**config.mk**
```make
export PLATFORM = sky130hd
export DESIGN_NAME = literal_assign
export DESIGN_NICKNAME = d
export VERILOG_FILES = /design/src/rtl/common_pkg.sv /design/src/rtl/literal_assign_clause_reduce.sv /design/src/rtl/literal_assign.sv
export SDC_FILE = /design/constraint.sdc
export NUM_CORES = 1
export LEC_CHECK = 0
export ABC_AREA = 1
export CAP_MARGIN = 20
export CORE_ASPECT_RATIO = 1.25
export CORE_MARGIN = 8
export CORE_UTILIZATION = 45
export CTS_CLUSTER_DIAMETER = 200
export DETAILED_ROUTE_END_ITERATION = 10
export PLACE_DENSITY = 0.77
export SYNTH_ARGS = -nofsm -noshare
export SYNTH_HDL_FRONTEND = slang
export SYNTH_SLANG_ARGS = --single-unit
```
**constraint.sdc**
```tcl
create_clock -name clock -period 4.6 [get_ports clock]
set_input_delay 0.92 -clock clock [delete_from_list [all_inputs] [get_ports clock]]
set_output_delay 0.92 -clock clock [all_outputs]
set_load 0.05 [all_outputs]
```
**src/rtl/common_pkg.sv**
```systemverilog
// Shared SAT-solver types and constants.
//   lit      : one literal, a 3-bit variable id plus a polarity bit (1 = positive)
//   clause   : up to MAX_LITS literals plus a 3-bit literal count
//   formula  : up to MAX_CLAUSES clauses plus a 4-bit clause count
//   zero_lit : the empty literal (variable 0) used to pad unused slots
//   la_state_t : control states of literal_assign
package common;

    localparam int MAX_LITS    = 5;
    localparam int MAX_CLAUSES = 10;
    localparam int VAR_W       = 3;
    localparam int CCNT_W      = 3;
    localparam int FCNT_W      = 4;

    typedef struct packed {
        logic [VAR_W-1:0] var_id;
        logic             pos;
    } lit;

    typedef struct packed {
        lit [MAX_LITS-1:0] lits;
        logic [CCNT_W-1:0] cnt;
    } clause;

    typedef struct packed {
        clause [MAX_CLAUSES-1:0] clauses;
        logic [FCNT_W-1:0]       cnt;
    } formula;

    localparam lit zero_lit = '{var_id: 3'd0, pos: 1'b0};

    typedef enum logic [1:0] {
        IDLE = 2'd0,
        SCAN = 2'd1,
        DONE = 2'd2
    } la_state_t;

    // A literal satisfies its clause when it equals the assigned literal.
    // Variable 0 is reserved as "no literal" and never matches.
    function automatic logic lit_sat(input lit l, input lit a);
        return (a.var_id != 3'd0) && (l.var_id == a.var_id) && (l.pos == a.pos);
    endfunction

    // A literal is falsified (and removed) when it is the complement.
    function automatic logic lit_kill(input lit l, input lit a);
        return (a.var_id != 3'd0) && (l.var_id == a.var_id) && (l.pos != a.pos);
    endfunction

endpackage

```
**src/rtl/literal_assign_clause_reduce.sv**
```systemverilog
// clause_reduce: combinational simplification of one clause under one
// assigned literal.
//   i_clause : clause to reduce (only the first cnt literals are examined)
//   i_lit    : literal being set true
//   o_clause : surviving literals left-packed in order, tail = zero_lit
//   o_sat    : clause contains i_lit and is to be dropped
//   o_empty  : clause was non-empty, is not satisfied, and lost every literal
module clause_reduce
    import common::*;
(
    input  clause i_clause,
    input  lit    i_lit,
    output clause o_clause,
    output logic  o_sat,
    output logic  o_empty
);

    logic [CCNT_W-1:0] w_wp;

    // Scan the live slots, flag satisfaction and compact the survivors.
    always_comb begin
        o_clause = '0;
        o_sat    = 1'b0;
        w_wp     = 3'd0;
        for (int j = 0; j < MAX_LITS; j++) begin
            o_clause.lits[j] = zero_lit;
        end
        for (int j = 0; j < MAX_LITS; j++) begin
            if (3'(j) < i_clause.cnt) begin
                o_sat = o_sat | lit_sat(i_clause.lits[j], i_lit);
                if (lit_kill(i_clause.lits[j], i_lit)) begin
                    w_wp = w_wp;
                end else begin
                    // w_wp never exceeds j here, so the write stays in range
                    o_clause.lits[w_wp] = i_clause.lits[j];
                    w_wp = w_wp + 3'd1;
                end
            end else begin
                o_sat = o_sat;
            end
        end
        o_clause.cnt = w_wp;
        o_empty      = !o_sat && (i_clause.cnt != 3'd0) && (w_wp == 3'd0);
    end

endmodule

```
**src/rtl/literal_assign.sv**
```systemverilog
// literal_assign: applies one decided literal to a formula, one clause per
// cycle. Satisfied clauses are dropped, complementary literals are removed,
// and surviving clauses are compacted in their original order.
//   clock       : rising-edge clock
//   reset       : asynchronous active-low reset
//   start       : request, sampled only when idle
//   in_formula  : formula captured on an accepted start
//   assign_lit  : literal set true, captured on an accepted start
//   busy        : high while scanning and in the done cycle
//   done        : one-cycle pulse, results valid from this cycle
//   out_formula : simplified formula, held until the next accepted start
//   conflict    : some clause became empty
//   sat         : no clauses remain and no conflict occurred
module literal_assign
    import common::*;
(
    input  logic   clock,
    input  logic   reset,
    input  logic   start,
    input  formula in_formula,
    input  lit     assign_lit,
    output logic   busy,
    output logic   done,
    output formula out_formula,
    output logic   conflict,
    output logic   sat
);

    la_state_t         r_state;
    la_state_t         w_state_nx;
    formula            r_in;
    lit                r_lit;
    logic [FCNT_W-1:0] r_rd;
    logic [FCNT_W-1:0] r_wr;
    formula            r_out;
    logic              r_conflict;
    logic              r_sat;

    clause             w_cur;
    clause             w_red;
    logic              w_csat;
    logic              w_cempty;
    logic              w_empty_f;
    logic              w_last;
    logic              w_take;
    logic [FCNT_W-1:0] w_wr_nx;
    logic              w_conf_nx;

    // r_rd only advances while it is below the last clause, so it stays in 0..9.
    assign w_cur = r_in.clauses[r_rd];

    clause_reduce u_reduce (
        .i_clause (w_cur),
        .i_lit    (r_lit),
        .o_clause (w_red),
        .o_sat    (w_csat),
        .o_empty  (w_cempty)
    );

    // An empty formula still spends one SCAN cycle, then finishes.
    assign w_empty_f = (r_in.cnt == 4'd0);
    assign w_last    = w_empty_f || (r_rd == (r_in.cnt - 4'd1));
    assign w_take    = (r_state == SCAN) && !w_empty_f && !w_csat;
    assign w_wr_nx   = w_take ? (r_wr + 4'd1) : r_wr;
    assign w_conf_nx = r_conflict | (w_take & w_cempty);

    // Control state register.
    always_ff @(posedge clock or negedge reset) begin
        if (!reset) begin
            r_state <= IDLE;
        end else begin
            r_state <= w_state_nx;
        end
    end

    // Next-state decode.
    always_comb begin
        w_state_nx = r_state;
        case (r_state)
            IDLE: begin
                if (start) begin
                    w_state_nx = SCAN;
                end else begin
                    w_state_nx = IDLE;
                end
            end
            SCAN: begin
                if (w_last) begin
                    w_state_nx = DONE;
                end else begin
                    w_state_nx = SCAN;
                end
            end
            DONE:    w_state_nx = IDLE;
            default: w_state_nx = IDLE;
        endcase
    end

    // Operand capture, clause pointers and result registers.
    always_ff @(posedge clock or negedge reset) begin
        if (!reset) begin
            r_in       <= '0;
            r_lit      <= zero_lit;
            r_rd       <= 4'd0;
            r_wr       <= 4'd0;
            r_out      <= '0;
            r_conflict <= 1'b0;
            r_sat      <= 1'b0;
        end else begin
            case (r_state)
                IDLE: begin
                    if (start) begin
                        r_in       <= in_formula;
                        r_lit      <= assign_lit;
                        r_rd       <= 4'd0;
                        r_wr       <= 4'd0;
                        r_out      <= '0;
                        r_conflict <= 1'b0;
                        r_sat      <= 1'b0;
                    end
                end
                SCAN: begin
                    if (w_take) begin
                        r_out.clauses[r_wr] <= w_red;
                        r_out.cnt           <= w_wr_nx;
                    end
                    r_wr       <= w_wr_nx;
                    r_conflict <= w_conf_nx;
                    if (w_last) begin
                        // sat is settled on entry to DONE so it is valid with done
                        r_sat <= (w_wr_nx == 4'd0) && !w_conf_nx;
                    end else begin
                        r_rd <= r_rd + 4'd1;
                    end
                end
                DONE: begin
                    r_sat <= r_sat;
                end
                default: begin
                    r_sat <= r_sat;
                end
            endcase
        end
    end

    assign busy        = (r_state != IDLE);
    assign done        = (r_state == DONE);
    assign out_formula = r_out;
    assign conflict    = r_conflict;
    assign sat         = r_sat;

endmodule

```
==> flow_summary.json, run 1 <==
{
  "outcome": "finished clean",
  "ctsHoldBuffers": 0,
  "io_pins": 479,
  "hold_class": "input port to async pin",
  "place_congestion": 0.946,
  "synth_cell_types": 41,
  "required_ns": 5.06,
  "dieArea_um2": 58600,
  "wl_um": 82200,
  "max-clock-path-buffers": 3,
  "core-area_um2": 50400,
  "layout-drive-gt1-share_pct": 7.78,
  "period_share_pct": 94.2,
  "min_period_ns": 4.33,
  "critical_path.top_delay_family": "simple AND/OR/NAND/NOR gates",
  "yosys-top-cells-area": "dfrtp_1, nand2_1, nand3_1",
  "grt_pass1_wl_um": 125000,
  "clockRootBuffer": "clkbuf_16",
  "fmax_ghz": 0.231,
  "numClockSinks": 484,
  "drt_iter0_drc": 1971,
  "die_w_um": 218,
  "syn2layout_area_growth_pct": 31.6,
  "setup_ws_ns": 0.267,
  "drc": 0,
  "cts_made_buffers": 48,
  "drt-wirelength-per-cell_um": 20.0,
  "cpMostUsedCell": "nand2_1",
  "cp.arrival_ns": 4.79,
  "cp_slowest_cell": "dfrtp_4",
  "yosysWarnings": 0,
  "track_usage_pct": 27.4,
  "clock_skew_ns": 0.0148,
  "clk_pin_slew_ns": 0.06,
  "cp-start-kind": "flop",
  "num_rows": 92,
  "critPathMaxStageDelay_ns": 0.54,
  "dp_hpwl_um": 60600,
  "worst_slew_pin_slew_ns": 0.829,
  "ys_async_sr_fraction_pct": 100,
  "syn_inst": 2959,
  "port_buffers": 478,
  "max_slew_margin_pct": 44.7,
  "die_h_um": 269,
  "synth_flop_cell": "dfrtp_1",
  "initial_core_util_pct": 45.6,
  "instances_no_fill": 4108,
  "path_buf_inv": 3,
  "antenna_found_initial": 11,
  "synth_edf_count": 0,
  "drv_slew": 0,
  "first_pass_iters": 6,
  "clk_latency_ns": 0.58,
  "syn_area_per_cell_um2": 7.77,
  "grt_pass1_vias": 21458,
  "crit_path_end_kind": "flop",
  "overflow": 0,
  "vias": 21832,
  "path_class": "flop to flop",
  "synth_area_um2": 23000,
  "place_ws_ns": 0.244,
  "cts_tree": "built",
  "design_area_um2": 30300,
  "numPlacedInstances": 4014,
  "grt_start_max_net_pins": 142,
  "rsz0062_at_grt": "yes",
  "syn_nets": 3212,
  "cap_violations": 0,
  "vias_per_cell": 5.31,
  "ys_seq_area_share_pct": 52.7,
  "nNetsFinal": 3659,
  "setup_viol": 0,
  "synth_top_area_cell": "dfrtp_1",
  "h-tree-depth": 2,
  "synth_top_area_share_pct": 52.7,
  "crit_fanout": 22,
  "postPlaceCellArea_um2": 28500,
  "ys_ff_latch": 484,
  "ant_nets": 0,
  "whs_ns": 0.381,
  "finalHoldViolations": 0
}
-- routing by layer --
layer,GRT usage [%],part of all wire [%],wire (um)
met5,0,0.096,79
met4,12.9,4.9,4020
met3,5.98,9.0,7420
met2,46.0,48,39700
met1,33.4,38,31000
-- timing repair --
action | in CTS | in global routing
buffers inserted | 0 | 0
endpoints found under the setup margin | 0 | 89
resized for setup | 0 | 5
-- worst reg2reg max path, stage by stage, from the launching register on --
cell     delay, ns
dfrtp_4       0.54
inv_2         0.16
buf_4         0.30
nand2_1       0.12
nand3_1       0.10
nand3_1       0.09
nand3_1       0.15
nand2_1       0.10
nand2_1       0.07
nand2_1       0.06
nand3_1       0.10
nand2_1       0.07
nand2_2       0.13
ha_1          0.20
nand2_1       0.09
ha_1          0.30
nand3_2       0.12
nand2_4       0.13
ha_1          0.17
nand3_1       0.07
nand2_1       0.11
nand2_1       0.10
inv_2         0.11
nand3_4       0.12
nor2_4        0.23
nand2_2       0.23
nand3_1       0.18
nand2_1       0.06
-- Yosys cell counts, types with 12 or more instances --
| library cell | number |
|---|---|
| nand2_1 | 1415 |
| nor2_1 | 128 |
| inv_1 | 151 |
| clkbuf_1 | 71 |
| nand2_4 | 18 |
| buf_4 | 14 |
| buf_2 | 39 |
| dfrtp_1 | 484 |
| ha_1 | 12 |
| nand2_2 | 32 |
| buf_6 | 13 |
| o21ai_1 | 25 |
| inv_2 | 19 |
| o21ai_0 | 141 |
| o211ai_1 | 25 |
| nand3_1 | 272 |
| a21oi_1 | 30 |
-- layout by cell type, fill, tap and decap left out, types with 4 or more instances in the layout --
| master | n |
|---|---|
| xor2_1 | 5 |
| nand2_2 | 31 |
| o211ai_1 | 25 |
| buf_4 | 49 |
| buf_12 | 13 |
| nand3_4 | 6 |
| clkbuf_16 | 49 |
| clkinv_4 | 4 |
| nor2_1 | 121 |
| clkdlybuf4s50_1 | 477 |
| ha_1 | 12 |
| a21oi_1 | 30 |
| nand4_1 | 6 |
| inv_2 | 18 |
| nand4_2 | 4 |
| nand2_4 | 20 |
| nand3_1 | 272 |
| inv_1 | 150 |
| clkinv_2 | 11 |
| o21ai_0 | 141 |
| dfrtp_1 | 482 |
| nor3_1 | 5 |
| diode_2 | 4 |
| bufinv_16 | 6 |
| clkbuf_1 | 5 |
| nor2_2 | 10 |
| nor2_4 | 4 |
| nand2_1 | 1414 |
| nand3_2 | 8 |
| o21ai_1 | 25 |
| clkbuf_8 | 9 |
-- area by class of cell --
| type | instances | area (um2) |
|---|---|---|
| fill | 4463 | 20200 |
| sequential | 484 | 12100 |
| tap | 658 | 823 |
| timing repair buffer | 540 | 5420 |
| clock buffer | 63 | 1370 |
| clock inverter | 27 | 319 |
| antenna | 4 | 10.0 |
| inverter | 171 | 654 |
| multi-input combinational | 2161 | 9550 |
-- flip-flops by register name (all words and copies together) (netlist names) --
signal       flops
conflict         1
r_in           234
out_formula    234
r_wr             4
r_rd             4
sat              1
r_lit            4
r_state          2
-- logic make-up after synthesis --
kind of cell	count (synthesis)	synth area share, %
fa+ha+maj	12	0.653
compound gates	229	5.39
flops	484	52.7
xor+xnor	7	0.267
simple gates	1913	35.0
buf+inv	314	6.00
-- metrics by stage --
step,TNS [ns],utilization [%]
detailed placement,0,56.6
global route,-0.398,60.0
global placement,0,56.6
CTS,0,60.0
floorplan,0,-
finish,0,60.0
-- final timing paths --
path / startpoint / end / slack (ns) / cells after the start
max: r_rd[0] / out_formula[43] / 0.27 / 27
min: reset / out_formula[7] / 0.38 / 1
max reg2reg: r_rd[0] / out_formula[43] / 0.27 / 27
min reg2reg: out_formula[122] / out_formula[122] / 0.48 / 2
max in group asynchronous: reset / r_rd[0] / 3.13 / 2
min in group clock: out_formula[122] / out_formula[122] / 0.48 / 2
Power of run 1 is not shown: default switching activity piles up to over one toggle a cycle in this logic, so the estimate is an artifact.
==> run 2: changes to the inputs <==
==> constraint.sdc (replaced) <==
create_clock -name clock -period 4.73 [get_ports clock]
set_input_delay 0.946 -clock clock [delete_from_list [all_inputs] [get_ports clock]]
set_output_delay 0.946 -clock clock [all_outputs]
set_load 0.05 [all_outputs]
==> run 2 against run 1 <==
Clock skew is 0.0028 ns lower. Sequential cell count unchanged. Highest routed layer unchanged. Via count is 1.5% lower. Worst setup slack better by 0.050 ns. Clock-buffer cell count is 9 higher.
==> flow_summary.json, run 2 (synthesis gave the netlist of run 1 again) <==
{
  "cpMostUsedCell": "nand2_1",
  "grt_pass1_wl_um": 123000,
  "ant_nets": 0,
  "cts_made_buffers": 48,
  "outcome": "finished clean",
  "regArea_um2": 12100,
  "overflow": 0,
  "drv_slew": 0,
  "drt_iter0_drc": 2376,
  "layout-drive-gt1-share_pct": 7.19,
  "setup_viol": 0,
  "dp_hpwl_um": 59700,
  "cp.arrival_ns": 4.87,
  "crit_path_end_kind": "flop",
  "clk_latency_ns": 0.58,
  "core-area_um2": 50400,
  "cap_violations": 0,
  "required_ns": 5.19,
  "nNetsFinal": 3652,
  "clock_skew_ns": 0.0119,
  "antenna_found_initial": 6,
  "final_cell_mix": "nand2_1, dfrtp_1, clkdlybuf4s50_1",
  "initial_core_util_pct": 45.6,
  "worst_slew_pin_slew_ns": 1.12,
  "cts_resized": 0,
  "drc": 0,
  "post_cts_buffers": 0,
  "syn2layout_area_growth_pct": 30.4,
  "cp-start-kind": "flop",
  "cp_slowest_cell": "dfrtp_4",
  "num_rows": 92,
  "min_period_ns": 4.41,
  "vias": 21506,
  "cts_tree": "built",
  "wl_um": 81300,
  "clockRootBuffer": "clkbuf_16",
  "ctsHoldBuffers": 0,
  "h-tree-depth": 2,
  "grt_pass1_vias": 21116,
  "place_congestion": 0.924,
  "io_pins": 479,
  "die_h_um": 269,
  "max-clock-path-buffers": 3,
  "path_class": "flop to flop",
  "fillers": 4509,
  "numClockSinks": 484,
  "first_pass_iters": 6,
  "crit_fanout": 30,
  "fmax_ghz": 0.227,
  "critPathMaxStageDelay_ns": 0.57,
  "postPlaceCellArea_um2": 28400,
  "layout_commonest_cell": "nand2_1",
  "period_share_pct": 93.3,
  "die_w_um": 218,
  "hold_class": "flop to flop",
  "vias_per_cell": 5.25,
  "multi_input_area_um2": 9550,
  "grt_start_max_net_pins": 122,
  "max_slew_margin_pct": 25.2,
  "dieArea_um2": 58600,
  "clk_pin_slew_ns": 0.06,
  "track_usage_pct": 26.9,
  "finalHoldViolations": 0,
  "rsz0062_at_grt": "yes",
  "port_buffers": 478,
  "design_area_um2": 30000,
  "utilization_pct": 59.5,
  "drt-wirelength-per-cell_um": 19.9
}
==> run 2: cell count changes in the layout (fill, tap and decap cells not counted), sizes merged <==
cell / before / now
inv: 174 / 171
clkbuf: 63 / 72
clkinv: 15 / 7
buf: 63 / 56
clkinvlp: 3 / 5
bufinv: 6 / 2
diode: 4 / 3
==> run 2: worst max-delay path: cells and delay by family (launching register included) <==
family / cells / cell delay (ns)
simple gates: 21 / 2.66
fa+ha+maj: 3 / 0.66
flops: 1 / 0.57
buf+inv: 2 / 0.37
==> run 2: metal layers <==
layer | part of all wire [%] | global-route usage [%] | vias up
met2 | 48 | 45.5 | 1008
met5 | 0.020 | 0 | -
li1 | - | - | 10148
met4 | 4.0 | 10.2 | 2
met3 | 8.8 | 5.59 | 169
met1 | 39 | 33.8 | 10179
==> run 2: worst paths after layout <==
| kind | start | endpoint | slack (ns) | depth (start not counted) |
|---|---|---|---|---|
| max in group asynchronous | reset | r_in[57] | 3.01 | 2 |
| min in group asynchronous | reset | out_formula[7] | 0.48 | 1 |
| worst max-delay path | r_rd[0] | out_formula[136] | 0.32 | 26 |
| worst min register to register | r_in[10] | r_in[10] | 0.47 | 2 |
| worst max register to register | r_rd[0] | out_formula[136] | 0.32 | 26 |
| worst min-delay path | r_in[10] | r_in[10] | 0.47 | 2 |
==> run 2: final cells by class <==
cell class / count / area share [%]
Timing Repair Buffer: 533 / 17.7
Sequential cell: 484 / 40.4
Multi-Input combinational cell: 2161 / 31.8
Antenna cell: 3 / 0.0250
Clock inverter: 14 / 0.442
Clock buffer: 72 / 4.64
Inverter: 171 / 2.18
Tap cell: 658 / 2.75
==> run 2: through the flow <==
step / std cells / hold WS, ns / setup WS, ns / setup TNS [ns]
final: 4096 / 0.473 / 0.317 / 0
after global placement: 4007 / 0.459 / 0.258 / 0
after detailed placement: 4007 / 0.459 / 0.236 / 0
after global routing: 4095 / 0.488 / -0.00603 / -0.00767
after CTS: 4093 / 0.476 / 0.200 / 0
after floorplan: 2959 / 0.441 / 0.932 / 0
Power of run 2 is left out for the same reason.
